**src/rtl/alu_pkg.sv**
```systemverilog
// Shared definitions for the alu popcount accumulator slice: sample width,
// the largest legal popcount, FSM state encoding and a max helper.
package alu_pkg;

  localparam int SUM_W = 4;
  localparam logic [SUM_W-1:0] POP_MAX = 4'd12;

  // FSM state encoding kept as plain constants for legacy-tool friendliness.
  typedef logic [1:0] state_t;
  localparam state_t ST_IDLE  = 2'd0;
  localparam state_t ST_ACCUM = 2'd1;
  localparam state_t ST_HOLD  = 2'd2;

  function automatic logic [SUM_W-1:0] max_sum(input logic [SUM_W-1:0] a,
                                               input logic [SUM_W-1:0] b);
    return (a > b) ? a : b;
  endfunction

endpackage

```
**src/rtl/alu_range_chk.sv**
```systemverilog
// Sample clamp and sticky out-of-range flag. Only instantiated by
// alu_sum_accum when ALU_ACC_RANGE_CHECK_EN is defined.
module alu_range_chk
  import alu_pkg::*;
(
  input  logic             clk,
  input  logic             rst_n,
  input  logic [SUM_W-1:0] i_sample,
  input  logic             i_accept,
  output logic [SUM_W-1:0] o_sample,
  output logic             o_range_err
);

  logic w_over;
  logic r_range_err;

  assign w_over      = (i_sample > POP_MAX);
  assign o_sample    = w_over ? POP_MAX : i_sample;
  assign o_range_err = r_range_err;

  // Sticky flag: set by any accepted sample above POP_MAX, cleared only by reset.
  always_ff @(posedge clk) begin
    // NOTE: sequential state uses non-blocking (<=) so every flop samples
    // pre-edge values; blocking here would create order-dependent races.
    if (!rst_n) begin
      r_range_err <= 1'b0;
    end else if (i_accept && w_over) begin
      r_range_err <= 1'b1;
    end
  end

endmodule

```
**src/rtl/alu_sum_accum.sv**
```systemverilog
// Frame accumulator for alu popcount samples: sums FRAME_LEN accepted
// samples, tracks the frame maximum and holds the result until the
// downstream handshake. Optional feature macro: ALU_ACC_RANGE_CHECK_EN
// (clamps samples above POP_MAX and raises a sticky range_err).
module alu_sum_accum
  import alu_pkg::*;
#(
  parameter int FRAME_LEN = 16,
  parameter int ACC_W     = 12
) (
  input  logic             clk,
  input  logic             rst_n,
  input  logic [SUM_W-1:0] sum_in,
  input  logic             sum_valid,
  output logic             in_ready,
  output logic [ACC_W-1:0] acc_out,
  output logic [SUM_W-1:0] max_out,
  output logic             out_valid,
  input  logic             out_ready,
  output logic             range_err
);

  localparam logic [7:0] FRAME_CNT = 8'(FRAME_LEN);

  state_t           r_state;
  logic [7:0]       r_cnt;
  logic [ACC_W-1:0] r_acc;
  logic [SUM_W-1:0] r_max;
  logic [ACC_W-1:0] r_acc_out;
  logic [SUM_W-1:0] r_max_out;
  logic             r_out_valid;

  logic             w_in_ready;
  logic             w_accept;
  logic [SUM_W-1:0] w_sample;
  logic [ACC_W-1:0] w_acc_next;
  logic [SUM_W-1:0] w_max_next;
  logic [7:0]       w_cnt_next;
  logic             w_last;

  assign w_in_ready = (r_state != ST_HOLD);
  assign w_accept   = sum_valid && w_in_ready;

`ifdef ALU_ACC_RANGE_CHECK_EN
  logic w_range_err;

  alu_range_chk u_range_chk (
    .clk         (clk),
    .rst_n       (rst_n),
    .i_sample    (sum_in),
    .i_accept    (w_accept),
    .o_sample    (w_sample),
    .o_range_err (w_range_err)
  );

  assign range_err = w_range_err;
`else
  assign w_sample  = sum_in;
  assign range_err = 1'b0;
`endif

  // Next frame totals for an accept: IDLE starts a fresh frame, ACCUM extends it.
  always_comb begin
    // NOTE: every output of a combinational block gets a default first so no
    // path leaves it unassigned, which would otherwise infer a latch.
    w_acc_next = ACC_W'(w_sample);
    w_max_next = w_sample;
    w_cnt_next = 8'd1;
    if (r_state == ST_ACCUM) begin
      w_acc_next = r_acc + ACC_W'(w_sample);
      w_max_next = max_sum(r_max, w_sample);
      w_cnt_next = r_cnt + 8'd1;
    end
  end

  assign w_last = (w_cnt_next == FRAME_CNT);

  // Frame FSM plus registered result outputs (zero whenever no frame is held).
  always_ff @(posedge clk) begin
    if (!rst_n) begin
      r_state     <= ST_IDLE;
      r_cnt       <= 8'd0;
      r_acc       <= '0;
      r_max       <= '0;
      r_acc_out   <= '0;
      r_max_out   <= '0;
      r_out_valid <= 1'b0;
    end else begin
      case (r_state)
        ST_IDLE, ST_ACCUM: begin
          if (w_accept) begin
            r_acc <= w_acc_next;
            r_max <= w_max_next;
            r_cnt <= w_cnt_next;
            if (w_last) begin
              r_state     <= ST_HOLD;
              r_acc_out   <= w_acc_next;
              r_max_out   <= w_max_next;
              r_out_valid <= 1'b1;
            end else begin
              r_state <= ST_ACCUM;
            end
          end
        end
        ST_HOLD: begin
          if (out_ready) begin
            r_state     <= ST_IDLE;
            r_cnt       <= 8'd0;
            r_acc       <= '0;
            r_max       <= '0;
            r_acc_out   <= '0;
            r_max_out   <= '0;
            r_out_valid <= 1'b0;
          end
        end
        default: begin
          r_state <= ST_IDLE;
        end
      endcase
    end
  end

  assign in_ready  = w_in_ready;
  assign acc_out   = r_acc_out;
  assign max_out   = r_max_out;
  assign out_valid = r_out_valid;

endmodule
```
**config.mk**
```make
export PLATFORM = sky130hd
export DESIGN_NAME = alu_sum_accum
export DESIGN_NICKNAME = d
export VERILOG_FILES = /design/src/rtl/alu_pkg.sv /design/src/rtl/alu_range_chk.sv /design/src/rtl/alu_sum_accum.sv
export SDC_FILE = /design/constraint.sdc
export NUM_CORES = 1
export LEC_CHECK = 0
export ABC_AREA = 0
export ABC_CLOCK_PERIOD_IN_PS = 3200
export BUFFER_PORTS_ARGS = -buffer_cell sky130_fd_sc_hd__buf_2
export CAP_MARGIN = 20
export CORE_MARGIN = 2
export CORE_UTILIZATION = 40
export DETAILED_ROUTE_END_ITERATION = 12
export GPL_ROUTABILITY_DRIVEN = 0
export PLACE_DENSITY = 0.57
export SLEW_MARGIN = 15
export SYNTH_ARGS = -nofsm -noshare
export SYNTH_HDL_FRONTEND = slang
export SYNTH_SLANG_ARGS = --single-unit
```
**constraint.sdc**
```tcl
create_clock -name clk -period 3.2 [get_ports clk]
set_input_delay 0.96 -clock clk [delete_from_list [all_inputs] [get_ports clk]]
set_output_delay 0.96 -clock clk [all_outputs]
set_load 0.005 [all_outputs]
```
==> run summary <==
outcome: finished, final reports clean
Cell Rows: 29
Slew Limit Fails: 0
pwr/cell area: 373 nW/µm²
Syn. warnings: 0
wire per inst: 14.9 µm
syn avg cell area: 8.36 µm²
Final setup viols: 0
CP Launch Type: input pin
Die Wd: 83.8 µm
share of cells above drive strength 1: 20.0%
area growth from synthesis to layout: 9.67%
commonest non-fill, non-tap cell in the layout: dfxtp_1
Mapped Cells: 305
synth top area cells: dfxtp_1 34%, nand2_1 5.6%, o21ai_0 4.7%
Yosys top cell by area: dfxtp_1
hold buffer count at cts: 0
post-synth top area share: 33.8%
#FFs+latches synth: 43
Max-Cap Viols: 0
Detailed Place HPWL: 4300 µm
CP Buf/Inv Count: 2
WHS Endpoint: acc_out[6]
ANT cells: 0
Starting Density: 40.9%
post-CTS setup buffer count: 0
count of input and output buffers: 25
vias: 2212
Placement Setup Slack: 0.358 ns
Seq/Total Area, Yosys: 33.8%
htree depth: 2
# nets final: 342
Tcrit/Tclk final: 79.4%
FMAX: 394 MHz
min-delay worst type: flop to flop
cell class contributing the biggest share of worst-path delay: adder cells
maximum buffer depth of the clock tree: 2
number of DRC markers in iteration 0: 89
CP required: 3.44 ns
maximum vdd drop: 0.000246 V
antenna-violating nets left: 0
Crit. End Element: flop
CTS tree: done
Post-CTS Resized: 0
initial antenna violation count: 0
total CTS buffers: 5
grt ovf: 0
RSZ-0062 raised after global routing: no
crit path DAT: 2.78 ns
cell chain of the critical path: buf_2, ha_1, inv_1, fa_1, nand2b_1, a211oi_1, mux2i_1, nand2_1, a21oi_1
Rel. slew slack: 60.7%
setup ws final: 0.660 ns
Min Clock Period, post-route: 2.54 ns
worst skew pair latency: 0.30 ns
FF-to-FF End: acc_out[2]
worst reg-to-reg setup slack: 0.86 ns
Primary FF master, synth: dfxtp_1
crit path max fanout: 6
Least-Margin Pin Slew: 0.589 ns
Hold Path Stages: 2
Setup Skew: 0.00525 ns
FF-to-FF Start: r_cnt[0]
Worst-path clk slew: 0.08 ns
DRT Wirelength: 6010 µm
die height: 83.8 µm
Leakage: 0.00104 µW
post-synthesis async set-or-reset flop share: 0%
post-synthesis cell area: 2550 µm²
CTS root buf: clkbuf_8
num ports: 27
First-pass DRT Iterations: 4
reg2reg path depth: 6
Tot GR Track Use: 18.2%
vias in the first global route: 2083
syn nets: 323
core footprint: 6240 µm²
Hold Fails Final Rpt: 0
Netlist cell types: 53
DR vias/cell: 5.50
Post-synth EDFFs: 0
largest net degree at the start of global routing: 30
CP max stage cell: fa_1
hold path startpoint: acc_out[6]
CP max stage delay: 0.39 ns
global-route wire length before repair: 10200 µm
critical path type: input pin to flop
most frequent cells in the layout: 43 x dfxtp_1, 38 x nand2_1, 25 x buf_2
Post-Route Setup TNS: 0 ns
DRC viols: 0
CTS Sinks: 43
Die ar.: 7030 µm²
==> cell families (layout without fill, tap and decap cells) <==
logic type / Yosys count / count (layout) / share of synthesized area, %
AOI/OAI and AO/OA: 87 / 87 / 23.8
adders and majority gates: 10 / 10 / 5.20
muxes: 6 / 6 / 2.40
xor gates and xnor gates: 10 / 10 / 3.43
other: 1 / 1 / 0.147
and+or+nand+nor: 118 / 118 / 25.2
DFF: 43 / 43 / 33.8
buffers and inverters: 30 / 50 / 5.99
==> worst max path at each step <==
| stage | slack, ns | end | from | cells after the start |
|---|---|---|---|---|
| 2_1_floorplan | 0.55 | r_acc[10] | sum_in[0] | 8 |
| 3_3_place_gp | 0.40 | r_acc[10] | sum_in[0] | 9 |
| 3_5_place_dp | 0.36 | r_acc[6] | sum_in[0] | 9 |
| 4_1_cts | 0.65 | r_acc[6] | sum_in[0] | 9 |
| 5_1_grt | 0.49 | r_acc[6] | sum_in[0] | 9 |
| 6_report | 0.66 | r_acc[6] | sum_in[0] | 9 |
==> metal layers <==
metal	vias to the layer above	share of wire (%)	wire length [µm]	track usage, %
met1	1024	52	3090	26.4
met3	10	3.9	234	3.07
met5	-	0	0	0
met2	42	43	2580	27.3
met4	0	1.6	94	6.16
li1	1136	-	-	-
==> power by group <==
group	total, µW	internal [µW]	switching [µW]
logic	145	53.2	91.3
registers	556	544	11.8
clock network	342	150	193
total	1040	747	296
==> sequential cells by signal, indices dropped and copies added (netlist names) <==
register,flops
acc_out,12
r_acc,12
r_cnt,8
max_out,4
r_max,4
r_state,2
out_valid,1
==> Yosys cell counts, types with 4 or more instances <==
| master | n |
|---|---|
| o32ai_1 | 4 |
| nand3_1 | 10 |
| mux2i_1 | 5 |
| xnor2_1 | 6 |
| dfxtp_1 | 43 |
| o31ai_2 | 8 |
| a211oi_1 | 4 |
| nand3_2 | 9 |
| buf_6 | 4 |
| nor2_1 | 22 |
| nand2_1 | 38 |
| inv_1 | 9 |
| nand3b_1 | 4 |
| nand4_1 | 7 |
| nor2b_1 | 4 |
| nand2b_1 | 6 |
| o211ai_1 | 4 |
| clkbuf_1 | 13 |
| xor2_1 | 4 |
| a21oi_1 | 22 |
| o21ai_0 | 24 |
| ha_1 | 9 |
==> worst reg2reg max path, delay by kind of cell (launching register included) <==
family                   cells  cell delay (ns)
AND/OR/NAND/NOR              3             1.08
flip-flops                   1             0.52
adder cells (fa/ha/maj)      1             0.30
AO/OA/AOI/OAI                1             0.10
XOR/XNOR                     1             0.21
==> final cells by class <==
class | count | area (µm²)
Clock buffer | 5 | 68.8
Clock inverter | 3 | 15.0
Fill cell | 634 | 3440
Inverter | 9 | 33.8
Multi-Input combinational cell | 232 | 1540
Sequential cell | 43 | 861
Tap cell | 77 | 96.3
Timing Repair Buffer | 33 | 185
==> metrics by stage <==
step	utilization [%]	std cells	power (µW)	area [µm²]	hold WS, ns
after floorplan	-	305	670	2550	0.436
after global placement	43.5	394	714	2710	0.443
after detailed placement	43.5	394	714	2710	0.446
after CTS	44.8	402	1060	2800	0.458
after global routing	44.8	402	1110	2800	0.481
final	44.8	402	1040	2800	0.455
Note: power is estimated with default switching activity, not from simulation.
